[config.mk]
export PLATFORM = sky130hd
export DESIGN_NAME = half_adder_df
export DESIGN_NICKNAME = d
export VERILOG_FILES = /design/src/rtl/half_adder_df.sv
export SDC_FILE = /design/constraint.sdc
export NUM_CORES = 1
export LEC_CHECK = 0
export CORE_ASPECT_RATIO = 2
export CORE_MARGIN = 1.5
export CORE_UTILIZATION = 34
export CTS_CLUSTER_DIAMETER = 60
export DETAILED_ROUTE_END_ITERATION = 7
export DONT_BUFFER_PORTS = 1
export SETUP_SLACK_MARGIN = 0.1
export SLEW_MARGIN = 0
export SYNTH_ARGS = -nofsm -noshare
export SYNTH_HDL_FRONTEND = slang
export SYNTH_SLANG_ARGS = --single-unit
[constraint.sdc]
create_clock -name clk -period 3.21 [get_ports clk]
set_input_delay 0.321 -clock clk [delete_from_list [all_inputs] [get_ports clk]]
set_output_delay 0.321 -clock clk [all_outputs]
set_load 0.005 [all_outputs]
[src/rtl/half_adder_df.sv]
// ----------------------------------------------------------------------------
// half_adder_df
//   Half adder with a live dataflow path plus a registered, qualified copy
//   of the result and two statistics counters.
//
// Ports
//   clk         in   1      sole clock, rising edge
//   rst_n       in   1      asynchronous active-low reset
//   a, b        in   1      addend bits
//   in_valid    in   1      qualifies a/b for the registered path and counters
//   clr         in   1      synchronous clear of both counters
//   sum         out  1      combinational a ^ b
//   carry       out  1      combinational a & b
//   sum_q       out  1      registered sum of the last accepted sample
//   carry_q     out  1      registered carry of the last accepted sample
//   out_valid   out  1      in_valid delayed by one clock
//   sample_cnt  out  CNT_W  accepted samples, wrapping
//   carry_cnt   out  CNT_W  accepted samples with carry set, saturating
// ----------------------------------------------------------------------------
module half_adder_df #(
  parameter int CNT_W = 16
) (
  input  logic             clk,
  input  logic             rst_n,
  input  logic             a,
  input  logic             b,
  input  logic             in_valid,
  input  logic             clr,
  output logic             sum,
  output logic             carry,
  output logic             sum_q,
  output logic             carry_q,
  output logic             out_valid,
  output logic [CNT_W-1:0] sample_cnt,
  output logic [CNT_W-1:0] carry_cnt
);

  localparam logic [CNT_W-1:0] CNT_ZERO = {CNT_W{1'b0}};
  localparam logic [CNT_W-1:0] CNT_ONE  = {{(CNT_W-1){1'b0}}, 1'b1};
  localparam logic [CNT_W-1:0] CNT_MAX  = {CNT_W{1'b1}};

  // Increment that sticks at all-ones instead of rolling over.
  function automatic logic [CNT_W-1:0] sat_inc(input logic [CNT_W-1:0] v);
    logic [CNT_W-1:0] r;
    if (v == CNT_MAX) begin
      r = CNT_MAX;
    end else begin
      r = v + CNT_ONE;
    end
    return r;
  endfunction

  logic             sum_s;
  logic             carry_s;
  logic             accept_s;

  logic             sum_hold_q,   sum_hold_d;
  logic             carry_hold_q, carry_hold_d;
  logic             valid_q,      valid_d;
  logic [CNT_W-1:0] sample_cnt_q, sample_cnt_d;
  logic [CNT_W-1:0] carry_cnt_q,  carry_cnt_d;

  // Pure dataflow path: independent of clock, reset and qualifiers.
  assign sum_s   = a ^ b;
  assign carry_s = a & b;
  assign sum     = sum_s;
  assign carry   = carry_s;

  // Reset is handled by the flops, so a live edge with in_valid high is an acceptance.
  assign accept_s = in_valid;

  // Next-state for the registered result, valid flag and counters.
  always_comb begin
    sum_hold_d   = sum_hold_q;
    carry_hold_d = carry_hold_q;
    sample_cnt_d = sample_cnt_q;
    carry_cnt_d  = carry_cnt_q;
    valid_d      = in_valid;

    if (accept_s) begin
      sum_hold_d   = sum_s;
      carry_hold_d = carry_s;
    end else begin
      sum_hold_d   = sum_hold_q;
      carry_hold_d = carry_hold_q;
    end

    // clr outranks a simultaneous acceptance for the counters only.
    if (clr) begin
      sample_cnt_d = CNT_ZERO;
      carry_cnt_d  = CNT_ZERO;
    end else if (accept_s) begin
      sample_cnt_d = sample_cnt_q + CNT_ONE;
      if (carry_s) begin
        carry_cnt_d = sat_inc(carry_cnt_q);
      end else begin
        carry_cnt_d = carry_cnt_q;
      end
    end else begin
      sample_cnt_d = sample_cnt_q;
      carry_cnt_d  = carry_cnt_q;
    end
  end

  // State registers with asynchronous clear.
  always_ff @(posedge clk or negedge rst_n) begin
    if (!rst_n) begin
      sum_hold_q   <= 1'b0;
      carry_hold_q <= 1'b0;
      valid_q      <= 1'b0;
      sample_cnt_q <= CNT_ZERO;
      carry_cnt_q  <= CNT_ZERO;
    end else begin
      sum_hold_q   <= sum_hold_d;
      carry_hold_q <= carry_hold_d;
      valid_q      <= valid_d;
      sample_cnt_q <= sample_cnt_d;
      carry_cnt_q  <= carry_cnt_d;
    end
  end

  assign sum_q      = sum_hold_q;
  assign carry_q    = carry_hold_q;
  assign out_valid  = valid_q;
  assign sample_cnt = sample_cnt_q;
  assign carry_cnt  = carry_cnt_q;

endmodule

Yosys cells after proc, flatten, opt, wreduce, memory -nomap -nowiden
Cells that the tools add are included.

storage, ports and cells
  output and inout port bits = 37
  logic and storage cells = 19
  flip-flop bits (word level) = 35

cells by class
  bitwise logic cells = 2
  reduce and logical (&&, ||, !) cells = 3
  equality and inequality tests = 1
  multiplexer cells = 6
  add/sub/neg operators = 2

operators with widths
  kind                     count
  $mux W16                 6
  $add A16 B1 Y16 const B  2
  $eq A16 B16 Y1 const B   1
  $reduce_bool A2 Y1       2
  $reduce_and A2 Y1        1
  $and A1 B1 Y1            1
  $xor A1 B1 Y1            1

Depth between registers and ports, before layout
  depth after elaboration = 5
  depth in mapped cells = 6
  mapped depth without buffers = 5

Worst setup path after synthesis
Ideal clock, no wire load.

  path kind = register to register
  start point = register sample_cnt_q[0] (netlist: sample_cnt[0])
  end point = register sample_cnt_q[12] (netlist: sample_cnt[12])
  library setup time = 120 ps
  arrival time = 1371 ps
  stages on the path, launching flop included = 6
  path slack = 1719 ps
  clock period less this slack = 1491 ps
  cells stage by stage = dfrtp_1 ha_1 nand3_2 nor4_4 a21oi_1 a31o_2

on the way
  word-level cells in the longest chain between the ends = 3

RTL lines
  item                    line  text
  from (decl)             60    logic [CNT_W-1:0] sample_cnt_q, sample_cnt_d;
  from (signal assigned)  117   sample_cnt_q <= sample_cnt_d;
  $add A16 B1 Y16         93    sample_cnt_d = sample_cnt_q + CNT_ONE;
  $mux W16                92    end else if (accept_s) begin
  $mux W16                89    if (clr) begin

Every way passes these cells. The select of a mux whose other input is x is not followed.
A chain may end at the register's enable or synchronous reset.

Final worst setup path
  start point = register carry_cnt_q[5] (netlist: carry_cnt[5])
  end point = register carry_cnt_q[1] (netlist: carry_cnt[1])

on the way
  word-level cells in the longest chain between the ends = 5

RTL lines
  item                    line  text
  from (decl)             61    logic [CNT_W-1:0] carry_cnt_q, carry_cnt_d;
  from (signal assigned)  118   carry_cnt_q <= carry_cnt_d;
  $eq A16 B16 Y1          45    if (v == CNT_MAX) begin
  $mux W16                45
  $mux W16                94    if (carry_s) begin
  $mux W16                92
  $mux W16                89

Every way passes these cells. The select of a mux whose other input is x is not followed.

==> metrics.txt <==
antenna violations before repair 0; average routed wire per standard cell between 15 and 20 um; outcome finished clean; clock period minus worst slack between 1.5 and 2 ns; portion of synthesized cell area occupied by the leading cell type roughly 48%; Arrival @ worst endpoint approximately 2.1 ns; number of inserted diodes 0; number of synthesis warnings 0; slew margin rel. 63.6%; number of distinct library cell variants in the gate-level netlist after synthesis 43; topmost layer with routed signal wires met4; termination of the worst setup path carry_cnt[1]; fraction of the core area covered by cells at the end of the flow between 30% and 40%; endpoint of the most critical register-to-register path carry_cnt[1]; level count of the clock H-tree 2; synthesized area per cell around 10 um^2; net switching power approximately 0.18 mW; number of nets in the layout 191; placed cell count approximately 230; Core Footprint between 0.005 and 0.006 mm^2; flops & latches, synth 35; Vias between 1000 and 1500; Clock Pin Slew Worst Setup and Hold Paths around 0.080 ns; power after layout around 0.80 mW; number of buffer cells added on primary ports 0; Top-Level Pins 43; ratio of final minimum period to clock period between 50 and 60%; final worst clock skew 0.00999 ns; number of max-cap violations 0; Final Max Slew Viols 0; total setup violations reported at the end of the flow 0; depth of the worst register-to-register path 4; crit path max fanout 10; Worst setup SP type register; global-route wire length before repair between 6000 and 7000 um; number of standard-cell rows in the floorplan 37; Clk Tree Root Cell sky130_fd_sc_hd__clkbuf_8; Max stage delay on crit path 0.49 ns; prevailing post-synth register cell sky130_fd_sc_hd__dfrtp_1; most instantiated cells after synthesis sky130_fd_sc_hd__dfrtp_1, sky130_fd_sc_hd__nor2_1, sky130_fd_sc_hd__a21oi_1, sky130_fd_sc_hd__and3_1, sky130_fd_sc_hd__nand2_1; detailed placer's ending HPWL about 2900 um; switching portion of total power between 20% and 30%; Syn Nets around 190; cell with the most instances after synthesis sky130_fd_sc_hd__dfrtp_1; cell type group with the largest total delay on the critical path simple AND/OR/NAND/NOR gates; critical path cell sequence and3_1 > nor2b_1 > nand2_2 > a211oi_1; number of nets with antenna violations after detailed routing 0; pin count of the biggest net entering global routing 39; cell area power density around 400 mW/mm^2; CTS max path bufs 2; Seq pwr share a little under three fifths; global-route congestion overflow total 0; number of resized instances in the post-cts repair step 0; synthesized instance count 180; clock tree sinks 35; critical path depth in cells 4; Buf+Inv Stages, Crit Path 0; Req. time, crit path between 3 and 4 ns; area of the mapped netlist ~0.0018 mm^2; Max rail drop VDD a little under 0.3 mV; proportion of synthesized chip area in sequential cells a little under half; Final Hold Vio Count 0; logic gate share of total power ~4.3%; Synth area leader sky130_fd_sc_hd__dfrtp_1; wire length on met3 about 210 um; drt total wl 4130 um; chip width 55.0 um; transition at the pin with the smallest max-transition slack between 0.5 and 0.6 ns; area growth from synthesis to final layout 8.29%; number of global-route vias before repair roughly 1500; clock share of power a little under two fifths; top cells by area in the synthesized netlist sky130_fd_sc_hd__dfrtp_1, sky130_fd_sc_hd__nor2_1, sky130_fd_sc_hd__a211oi_1; cell internal pwr ~0.6 mW; RSZ-0062 raised after global routing false; number of vias per cell about 5.7; register-to-register setup slack ~1.3 ns; P_leak about 0.86 nW; total CTS buffers 5; capturing element type of the critical path register; fraction of final layout cells with drive strength greater than 1 between 10% and 20%; DRT Pass-1 Iters 4; category of the most critical setup path register to register; CTS tree built; DRC violation total after the first TritonRoute iteration approximately 40; setup TNS 0 ns; fmax roughly 530 MHz; Residual DRC 0; Routability Congestion 0.724; GRT Total Usage 15.9%; floorplan die area 0.00589 mm^2; post-synthesis async set-or-reset flop share 100%; FF-to-FF Start carry_cnt[5]; amount of wire on met2 after detailed routing 2240 um; source-to-sink clock delay at the later pin of the worst-skew pair approximately 0.28 ns; number of flops mapped to enable cells by yosys 0; detailed-route wire length on metal 1 1600 um; Die Y-Extent 107 um; non-filler instance count after layout ~240; slowest stage cell on the critical path sky130_fd_sc_hd__nor2b_1; class of the tightest hold or removal check primary input to register; CP Launch Point carry_cnt[5]; starting density of the core around 35%
## sequential cells by signal, indices dropped and copies added, names as in the netlist
name	cells
carry_cnt	16
out_valid	1
sum_q	1
sample_cnt	16
carry_q	1
## through the flow
| step | cell area [um^2] | setup slack, ns | hold slack [ns] |
|---|---|---|---|
| 4_1_cts | 1990 | 1.36 | 0.0521 |
| 2_1_floorplan | 1840 | 1.72 | 0.0254 |
| 6_report | 1990 | 1.31 | 0.0673 |
| 3_3_place_gp | 1880 | 1.41 | 0.0264 |
| 5_1_grt | 1990 | 1.13 | 0.0461 |
| 3_5_place_dp | 1880 | 1.36 | 0.0263 |
## per-layer routing
metal / vias up / track usage, %
li1: 666 / -
met2: 36 / 27.6
met1: 673 / 17.3
met3: 6 / 4.46
met5: - / 0
met4: 0 / 5.92
## worst register-to-register path, delay by kind of cell (launching register included)
kind	cells	cell delay [ns]
AND/OR/NAND/NOR	3	1.04
AO/OA/AOI/OAI	1	0.29
flip-flops	1	0.48
## cell families after synthesis
| logic type | after synthesis | share of synthesized area (%) |
|---|---|---|
| buffers and inverters | 12 | 2.72 |
| multiplexers | 5 | 3.13 |
| AND/OR/NAND/NOR | 75 | 24.9 |
| flip-flops | 35 | 47.6 |
| XOR/XNOR | 9 | 4.28 |
| adder cells (fa/ha/maj) | 3 | 2.04 |
| AO/OA/AOI/OAI | 41 | 15.4 |
## timing repair
action,in CTS,in global routing
endpoints found under the setup margin,0,0
hold buffers,2,0
buffers inserted,0,0
hold endpoints to repair,35,0
## cells in the final DEF (no fill, tap or decap), types with 2 or more instances in the layout
| cell type | n |
|---|---|
| sky130_fd_sc_hd__a31o_2 | 2 |
| sky130_fd_sc_hd__or2_2 | 2 |
| sky130_fd_sc_hd__nor4_4 | 2 |
| sky130_fd_sc_hd__nor2_1 | 20 |
| sky130_fd_sc_hd__and2_1 | 3 |
| sky130_fd_sc_hd__a31oi_1 | 7 |
| sky130_fd_sc_hd__a41o_1 | 2 |
| sky130_fd_sc_hd__nand4_1 | 6 |
| sky130_fd_sc_hd__xnor2_1 | 6 |
| sky130_fd_sc_hd__a211oi_1 | 7 |
| sky130_fd_sc_hd__xor2_1 | 3 |
| sky130_fd_sc_hd__and3_1 | 8 |
| sky130_fd_sc_hd__mux2i_1 | 2 |
| sky130_fd_sc_hd__clkbuf_1 | 2 |
| sky130_fd_sc_hd__nand3_2 | 3 |
| sky130_fd_sc_hd__o21ai_0 | 5 |
| sky130_fd_sc_hd__dfrtp_1 | 35 |
| sky130_fd_sc_hd__a41oi_1 | 2 |
| sky130_fd_sc_hd__inv_1 | 5 |
| sky130_fd_sc_hd__clkbuf_8 | 5 |
| sky130_fd_sc_hd__nor2b_1 | 4 |
| sky130_fd_sc_hd__nor3_1 | 5 |
| sky130_fd_sc_hd__nand2b_1 | 3 |
| sky130_fd_sc_hd__a21oi_1 | 8 |
| sky130_fd_sc_hd__nand2_1 | 8 |
| sky130_fd_sc_hd__a311oi_1 | 2 |
| sky130_fd_sc_hd__ha_1 | 3 |
| sky130_fd_sc_hd__o21bai_1 | 5 |
| sky130_fd_sc_hd__nand3_1 | 3 |
## worst min path at each step
stage                              end      from  slack, ns  cells after the start
after floorplan           carry_cnt[0]     rst_n       0.03                      0
after global placement           sum_q     rst_n       0.03                      0
after detailed placement         sum_q     rst_n       0.03                      0
after CTS                    out_valid  in_valid       0.05                      0
after global routing         out_valid  in_valid       0.05                      0
final                        out_valid  in_valid       0.07                      0
## power by group through the flow
stage / combinational [mW] / sequential (mW) / clock (mW)
after floorplan: 0.0269 / 0.463 / 0
after global placement: 0.0215 / 0.466 / 0
after detailed placement: 0.0220 / 0.466 / 0
after CTS: 0.0356 / 0.457 / 0.324
after global routing: 0.0393 / 0.458 / 0.338
final: 0.0341 / 0.457 / 0.307
## cell type report
cell class | instances | area, um^2
Inverter | 5 | 18.8
Clock buffer | 7 | 76.3
Fill cell | 527 | 3190
Multi-Input combinational cell | 133 | 915
Timing Repair Buffer | 2 | 30.0
Tap cell | 58 | 72.6
Sequential cell | 35 | 876
Clock inverter | 1 | 5.00
(Power assumes the default switching activity.)
